[src/rtl/fifo_arb_pkg.sv]
// fifo_arb_pkg
//   Shared definitions for the FIFO write-side arbiter and, later, the
//   read-side scheduler: FSM state encoding, a constant-evaluable clog2,
//   and the default sizing constants.
package fifo_arb_pkg;

  // Arbiter FSM states: IDLE is the arbitration cycle, GRANT owns the port.
  typedef enum logic {
    ST_IDLE  = 1'b0,
    ST_GRANT = 1'b1
  } state_t;

  localparam int DEF_N_REQ      = 4;
  localparam int DEF_DATA_WIDTH = 10;
  localparam int DEF_BURST_LEN  = 4;

  // Ceiling log2, usable in parameter expressions. clog2(1) = 0.
  function automatic int clog2(input int value);
    int r;
    r = 0;
    while ((1 << r) < value) begin
      r = r + 1;
    end
    return r;
  endfunction

endpackage

[src/rtl/rr_pick.sv]
// rr_pick
//   Combinational rotating priority encoder. Searches req upward starting
//   at index ptr, wrapping from N-1 back to 0, and returns the first set bit.
// Ports
//   req  in  N  request vector
//   ptr  in  W  index with highest priority this cycle
//   any  out 1  at least one request bit set
//   idx  out W  index of the winning request (0 when any=0)
module rr_pick #(
  parameter int N = 4,
  parameter int W = 2
) (
  input  logic [N-1:0] req,
  input  logic [W-1:0] ptr,
  output logic         any,
  output logic [W-1:0] idx
);

  int k;

  // Walk offsets from farthest to nearest so the nearest hit is the last
  // assignment and therefore wins.
  always_comb begin
    any = 1'b0;
    idx = '0;
    k   = 0;
    for (int i = N - 1; i >= 0; i--) begin
      k = (int'(ptr) + i) % N;
      if (req[W'(k)]) begin
        any = 1'b1;
        idx = W'(k);
      end
    end
  end

endmodule

[src/rtl/fifo_wr_arbiter.sv]
// fifo_wr_arbiter
//   Round-robin, burst-locking arbiter sharing one FIFO write port among
//   N_REQ requesters. IDLE spends one cycle picking the next owner; GRANT
//   forwards that owner's beats to the FIFO until its burst ends, it reaches
//   BURST_LEN beats, or it drops valid.
//
// Handshake: a beat from requester i transfers in the cycle where
//   req_valid[i] && req_ready[i] are both high. req_ready only depends on the
//   grant and fifo_full, never on req_valid, so requesters may raise valid
//   whenever they like; once raised they hold data/last stable until ready.
//   fifo_wr_en is exactly that transfer condition for the owner.
//
// Ports
//   clk           in   1                 rising-edge clock
//   rst           in   1                 synchronous active-high reset
//   req_valid     in   N_REQ             per-requester beat valid
//   req_data      in   N_REQ*DATA_WIDTH  packed beats, requester i at [i*DW +: DW]
//   req_last      in   N_REQ             final beat of a requester's burst
//   req_ready     out  N_REQ             beat accepted when valid & ready
//   fifo_full     in   1                 FIFO full flag
//   fifo_wr_en    out  1                 FIFO write strobe
//   fifo_wr_data  out  DATA_WIDTH        FIFO write data (0 when not writing)
//   grant_vld     out  1                 a requester owns the port
//   grant_id      out  ID_WIDTH          index of the owner
module fifo_wr_arbiter
  import fifo_arb_pkg::*;
#(
  parameter int N_REQ      = DEF_N_REQ,
  parameter int DATA_WIDTH = DEF_DATA_WIDTH,
  parameter int BURST_LEN  = DEF_BURST_LEN,
  parameter int ID_WIDTH   = 2
) (
  input  logic                        clk,
  input  logic                        rst,
  input  logic [N_REQ-1:0]            req_valid,
  input  logic [N_REQ*DATA_WIDTH-1:0] req_data,
  input  logic [N_REQ-1:0]            req_last,
  output logic [N_REQ-1:0]            req_ready,
  input  logic                        fifo_full,
  output logic                        fifo_wr_en,
  output logic [DATA_WIDTH-1:0]       fifo_wr_data,
  output logic                        grant_vld,
  output logic [ID_WIDTH-1:0]         grant_id
);

  localparam int CNT_W = clog2(BURST_LEN) + 1;

  // All architectural state lives in one struct so it can be probed as a unit.
  typedef struct packed {
    state_t              state;
    logic [ID_WIDTH-1:0] rr_ptr;
    logic [ID_WIDTH-1:0] grant_id;
    logic [CNT_W-1:0]    beat_cnt;
  } arb_regs_t;

  arb_regs_t cur;
  arb_regs_t nxt;

  logic [DATA_WIDTH-1:0] req_data_arr [N_REQ];
  logic                  pick_any;
  logic [ID_WIDTH-1:0]   pick_idx;
  logic                  sel_valid;
  logic                  sel_last;
  logic                  accept;
  logic                  release_now;

  for (genvar i = 0; i < N_REQ; i++) begin : g_unpack
    assign req_data_arr[i] = req_data[i*DATA_WIDTH +: DATA_WIDTH];
  end

  rr_pick #(
    .N (N_REQ),
    .W (ID_WIDTH)
  ) u_pick (
    .req (req_valid),
    .ptr (cur.rr_ptr),
    .any (pick_any),
    .idx (pick_idx)
  );

  assign sel_valid = req_valid[cur.grant_id];
  assign sel_last  = req_last[cur.grant_id];

  always_ff @(posedge clk) begin
    if (rst) begin
      cur.state    <= ST_IDLE;
      cur.rr_ptr   <= '0;
      cur.grant_id <= '0;
      cur.beat_cnt <= '0;
    end else begin
      cur <= nxt;
    end
  end

  always_comb begin
    nxt          = cur;
    req_ready    = '0;
    fifo_wr_en   = 1'b0;
    fifo_wr_data = '0;
    grant_vld    = 1'b0;
    grant_id     = cur.grant_id;
    accept       = 1'b0;
    release_now  = 1'b0;

    case (cur.state)
      ST_IDLE: begin
        if (pick_any) begin
          nxt.state    = ST_GRANT;
          nxt.grant_id = pick_idx;
          nxt.beat_cnt = '0;
        end
      end

      ST_GRANT: begin
        grant_vld                = 1'b1;
        req_ready[cur.grant_id]  = !fifo_full;
        accept                   = sel_valid && !fifo_full;
        fifo_wr_en               = accept;
        if (accept) begin
          fifo_wr_data = req_data_arr[cur.grant_id];
        end

        // A dropped valid releases even while the FIFO is full, so an idle
        // owner cannot hold the port through a stall.
        if (!sel_valid) begin
          release_now = 1'b1;
        end else if (accept) begin
          if (sel_last || (cur.beat_cnt == CNT_W'(BURST_LEN - 1))) begin
            release_now = 1'b1;
          end else begin
            nxt.beat_cnt = cur.beat_cnt + 1'b1;
          end
        end

        if (release_now) begin
          nxt.state    = ST_IDLE;
          nxt.beat_cnt = '0;
          if (cur.grant_id == ID_WIDTH'(N_REQ - 1)) begin
            nxt.rr_ptr = '0;
          end else begin
            nxt.rr_ptr = cur.grant_id + 1'b1;
          end
        end
      end

      default: begin
        nxt.state = ST_IDLE;
      end
    endcase
  end

endmodule

[config.mk]
export PLATFORM = sky130hd
export DESIGN_NAME = fifo_wr_arbiter
export DESIGN_NICKNAME = d
export VERILOG_FILES = /design/src/rtl/fifo_arb_pkg.sv /design/src/rtl/rr_pick.sv /design/src/rtl/fifo_wr_arbiter.sv
export SDC_FILE = /design/constraint.sdc
export NUM_CORES = 1
export LEC_CHECK = 0
export CELL_PAD_IN_SITES_DETAIL_PLACEMENT = 1
export CELL_PAD_IN_SITES_GLOBAL_PLACEMENT = 2
export CORE_MARGIN = 2
export CORE_UTILIZATION = 19
export CTS_CLUSTER_SIZE = 28
export DETAILED_ROUTE_END_ITERATION = 8
export PLACE_DENSITY_LB_ADDON = 0.1
export SYNTH_ARGS = -nofsm -noshare
export SYNTH_HDL_FRONTEND = slang
export SYNTH_SLANG_ARGS = --single-unit
[constraint.sdc]
create_clock -name clk -period 4.7 [get_ports clk]
set_input_delay 0.94 -clock clk [delete_from_list [all_inputs] [get_ports clk]]
set_output_delay 0.94 -clock clk [all_outputs]
set_load 0.02 [all_outputs]
# ---- After elaboration in Yosys (flattened, before gate mapping)
# Index checks and enable logic that the tools add are counted.
dict set report word_totals {
  latch_bits 0
  ff_bits 8
  rom_bits 0
  mem_bits_rw 0
  mem_count 0
}
dict set report op_classes {
  n_addsub 5
  magnitude_cmp 7
  div_mod_pow 0
  n_shift 0
  n_reduce_logical 7
  eq_ne 6
  mux 48
  n_bitwise 3
  multipliers 0
}
# op count
set op_table {}
lappend op_table {{10-bit two-way mux} 4}
lappend op_table {{1-bit two-way mux} 22}
lappend op_table {{10-bit binary-select mux with 2-bit select} 1}
lappend op_table {{3-bit two-way mux} 6}
lappend op_table {{2-bit by 4-bit less-than comparator with 1-bit output (second input constant)} 4}
lappend op_table {{1-bit binary-select mux with 2-bit select} 6}
lappend op_table {{2-bit two-way mux} 5}
lappend op_table {{3-bit by 1-bit inequality test with 1-bit output (second input constant)} 2}
lappend op_table {{3-bit one-hot mux with 2 select lines} 1}
lappend op_table {{2-bit by 1-bit adder with 2-bit output (second input constant)} 2}
lappend op_table {{2-bit adder (second input constant)} 2}
lappend op_table {{4-bit bitwise AND} 1}
lappend op_table {{4-bit two-way mux} 1}
lappend op_table {{2-bit AND reduction} 2}
lappend op_table {{4-bit AND reduction} 1}
lappend op_table {{3-bit by 1-bit adder with 3-bit output (second input constant)} 1}
lappend op_table {{3-bit by 2-bit == test with 1-bit output (second input constant)} 1}
lappend op_table {{3-bit greater-or-equal comparator (second input constant)} 1}
lappend op_table {{2-bit by 3-bit less-than comparator with 1-bit output (second input constant)} 1}
lappend op_table {{3-bit by 2-bit inequality test with 1-bit output (second input constant)} 1}
lappend op_table {{2-bit NOT with 3-bit output} 1}
lappend op_table {{1-bit demux with 2-bit select} 1}
lappend op_table {{2-bit == test (second input constant)} 1}
lappend op_table {{2-bit by 1-bit greater-or-equal comparator with 1-bit output (second input constant)} 1}
lappend op_table {{6 further kinds} 7}

# ---- Depth between registers and ports, before layout
dict set report depth {
  word_depth 10
  ltp_mapped 6
  ltp_nobuf 5
}

# ---- By module
# From an unflattened synthesis, not the netlist that was laid out.
dict set report unflattened {
  hier_cells 95
  area_unflattened_um2 908.4
}
# mod instances area_each_um2 cells_each
set by_module_without_submodules {}
lappend by_module_without_submodules {fifo_wr_arbiter 1 830.8 82}
lappend by_module_without_submodules {rr_pick 1 77.6 13}

# ---- Worst setup path before layout
# No wires, ideal clock.
dict set report synth_path {
  path_kind {input-to-output}
  from {in req_valid[3]}
  to {out fifo_wr_data[0]}
  setup_slack_ns 1.933
  n_path_buf 1
  arrival_time_ns 1.827
  t_required_ns 3.760
  path_stages 3
  cell_sequence {mux4_2 > clkbuf_1 > and3_1}
}
dict set report synth_via {
  elab_chain_cells 5
}
# element line_no
set synth_lines {}
lappend synth_lines {{from (decl)} fifo_wr_arbiter.sv:35} ;# input logic [N_REQ-1:0] req_valid,
lappend synth_lines {{1-bit binary-select mux with 2-bit select} fifo_wr_arbiter.sv:81} ;# assign sel_valid = req_valid[cur.grant_id];
lappend synth_lines {{1-bit two-way mux (implied by the code)} fifo_wr_arbiter.sv:81}
lappend synth_lines {{1-bit logical AND} fifo_wr_arbiter.sv:117} ;# accept = sel_valid && !fifo_full;
lappend synth_lines {{10-bit two-way mux} fifo_wr_arbiter.sv:119} ;# if (accept) begin
lappend synth_lines {{10-bit two-way mux} fifo_wr_arbiter.sv:105} ;# case (cur.state)
lappend synth_lines {{to (decl)} fifo_wr_arbiter.sv:41} ;# output logic [DATA_WIDTH-1:0] fifo_wr_data,
# No other way between the ends. The select of a mux whose other input is x is not followed.

# ---- Worst setup path in the final report
dict set report layout_path {
  from {in fifo_full}
  to {out fifo_wr_data[4]}
}
dict set report layout_via {
  elab_chain_cells 4
}
# element line_no
set layout_lines {}
lappend layout_lines {{from (decl)} fifo_wr_arbiter.sv:39} ;# input logic fifo_full,
lappend layout_lines {{1-bit zero test} fifo_wr_arbiter.sv:117}
lappend layout_lines {{1-bit logical AND} fifo_wr_arbiter.sv:117}
lappend layout_lines {{10-bit two-way mux} fifo_wr_arbiter.sv:119}
lappend layout_lines {{10-bit two-way mux} fifo_wr_arbiter.sv:105}
# No other way between the ends.

==> results.toml <==
[critical_path]
path_cells = "clkdlybuf4s50_1 > nor2_1 > and3_1 > clkdlybuf4s50_1"
crit_path_max_incr_delay_ns = 0.61
ff2ff_setup_slack_ns = 2.40
startpoint_type = "input port"
endpoint_kind = "primary output"
path_max_fanout = 12
worst-setup-path-type = "in2out"
required_ns = 3.76
critPathTopFamily = "buffers and inverters"
cp_slowest_cell = "nor2_1"
critPathArrivalTime_ns = 2.90
cp_common_cell = "clkdlybuf4s50_1"
critPathBufInv = 2

[sta]
final_hold_viol_count = 0
clock_skew_ns = 0.00129
worst_pin_slew_ns = 0.781
report.final.slew_viol_count = 0
rsz0062_at_grt = "no"
slew_headroom_pct = 47.4
fin_crit_sh_pct = 81.7
fin_tns_setup_ns = 0
fin_crit_ns = 3.84
max_freq_mhz = 260
setup_viol = 0

[floorplan]
die_h_um = 74.6
core_mm2 = 0.00475
die_x_um = 74.6
start_util_pct = 19.9
fp-row-count = 25
io_pins = 69
die_area_mm2 = 0.00557

[finish]
area_growth_pct = 80.2
nets = 221
layout_commonest_cell = "clkdlybuf4s50_1"
layout_common_cells = "clkdlybuf4s50_1 (68), and3_1 (14), inv_1 (11)"
antenna_cells = 0
nFillCells = 569
drive_gt1_share_pct = 11.1

[clock_network]
htreeDepth = 1
worstSkewPairLatency_ns = 0.23
cts_buffer_depth = 2
cts_setup_buffers = 0
clock-root-buffer = "clkbuf_8"
numCtsBuffers = 3
cts.sinks = 8
tritoncts = "yes"
hold_buffers = 0
path_clk_slew_ns = 0.04
cts_resized = 0

[detailed_routing]
drc = 0
wire_per_inst_um = 15.2
drt_iter0_drc = 20
avgViaCountPerCell = 4.66
final_antenna_net_count = 0
drt_first_pass_iters = 2
routed_wl_um = 3470
num_vias = 1066

[synth]
synth_area_per_cell_um2 = 9.57
synth_cell_type_count = 31
async_flop_share_pct = 0
synth-edff-count = 0
syn_area_um2 = 947
syn-instance-count = 99
yosysWarnings = 0
seq_area_frac_synth_pct = 16.9
ys_seq_elements = 8
synthFlopType = "dfxtp_1"
syn-num-nets = 156

[pwr]
ir_worst_vdd_uv = 162
power.total_mw = 0.319
p_per_area_mw_per_mm2 = 187
p_leak_nw = 0.692

[min_path]
min_path_type = "reg2reg"

[job]
drv_cap = 0

[placement]
hpwl_um = 2820
portBuffers = 68
gp_congestion = 0.742

[status]
status = "finished, final reports clean"

[grt]
track_usage_pct = 12.2
grt_antenna_before_repair = 0
grt_max_degree = 18
first_global_vias = 1059
grt_first_pass_wirelength_um = 5290
grt_overflow_total = 0
-- worst register-to-register path: cells and delay by family, from the launching register on --
family | cells | cell delay [ns]
AO/OA/AOI/OAI | 1 | 0.14
flip-flops | 1 | 0.79
multiplexers | 2 | 1.05
AND/OR/NAND/NOR | 1 | 0.20
-- power breakdown --
part,switching [mW],internal (mW),total (mW),leakage [nW]
Combinational,0.0531,0.0942,0.147,0.606
Clock,0.0247,0.0552,0.0799,0.0216
Sequential,0.0180,0.0738,0.0918,0.0653
Total,0.0959,0.223,0.319,0.692
-- routing by layer --
layer | wire, um | up-vias | GRT usage, %
met3 | 261 | 2 | 1.49
li1 | - | 505 | -
met4 | 18 | 0 | 3.17
met5 | 0 | - | 0
met1 | 1570 | 511 | 15.8
met2 | 1620 | 48 | 21.5
-- registers in the layout (all words and copies together) (netlist names) --
name and flops:
grant_id 2, cur 6
-- metrics by stage --
step	instances	worst slack (ns)	area, um2	util, %	hold slack, ns
after detailed placement	226	0.856	1670	35.0	0.470
after global routing	229	0.741	1710	35.9	0.510
after global placement	226	0.828	1670	35.0	0.456
after floorplan	99	1.93	947	-	0.442
final	229	0.859	1710	35.9	0.471
after CTS	229	0.856	1710	35.9	0.479
-- final timing paths --
check | to | cells after the start | startpoint
worst min register to register | cur[2] | 1 | cur[2]
worst min-delay path | cur[2] | 1 | cur[2]
worst max-delay path | fifo_wr_data[4] | 4 | fifo_full
worst max register to register | cur[5] | 4 | grant_id[0]
-- area by class of cell --
class / count / area (um2) / area share [%]
clock buffers: 3 / 41.3 / 2.42
flip-flops and latches: 8 / 160 / 9.38
well taps: 67 / 83.8 / 4.91
multi-input cells: 71 / 692 / 40.5
repair buffers: 69 / 688 / 40.3
inverters: 11 / 41.3 / 2.42
-- kinds of logic after synthesis --
kind of cell,count (synthesis),share of synthesized area [%]
AOI/OAI and AO/OA,19,15.3
and+or+nand+nor,32,19.0
buffers and inverters,20,10.0
muxes,14,30.8
adders and majority gates,6,7.93
DFF,8,16.9
-- cell usage after synthesis (all sizes together), types with 2 or more instances --
| master | instances | area (um2) |
|---|---|---|
| a211o | 2 | 17.5 |
| a32o | 3 | 30.0 |
| nor2 | 5 | 18.8 |
| nand2 | 4 | 15.0 |
| buf | 5 | 38.8 |
| nor3 | 3 | 15.0 |
| o221ai | 2 | 17.5 |
| a21oi | 4 | 20.0 |
| and3 | 14 | 87.6 |
| nor2b | 3 | 18.8 |
| mux4 | 11 | 255 |
| clkbuf | 4 | 15.0 |
| ha | 6 | 75.1 |
| o21ai | 2 | 10.0 |
| mux2 | 2 | 26.3 |
| dfxtp | 8 | 160 |
| inv | 11 | 41.3 |
(Power assumes the default switching activity.)
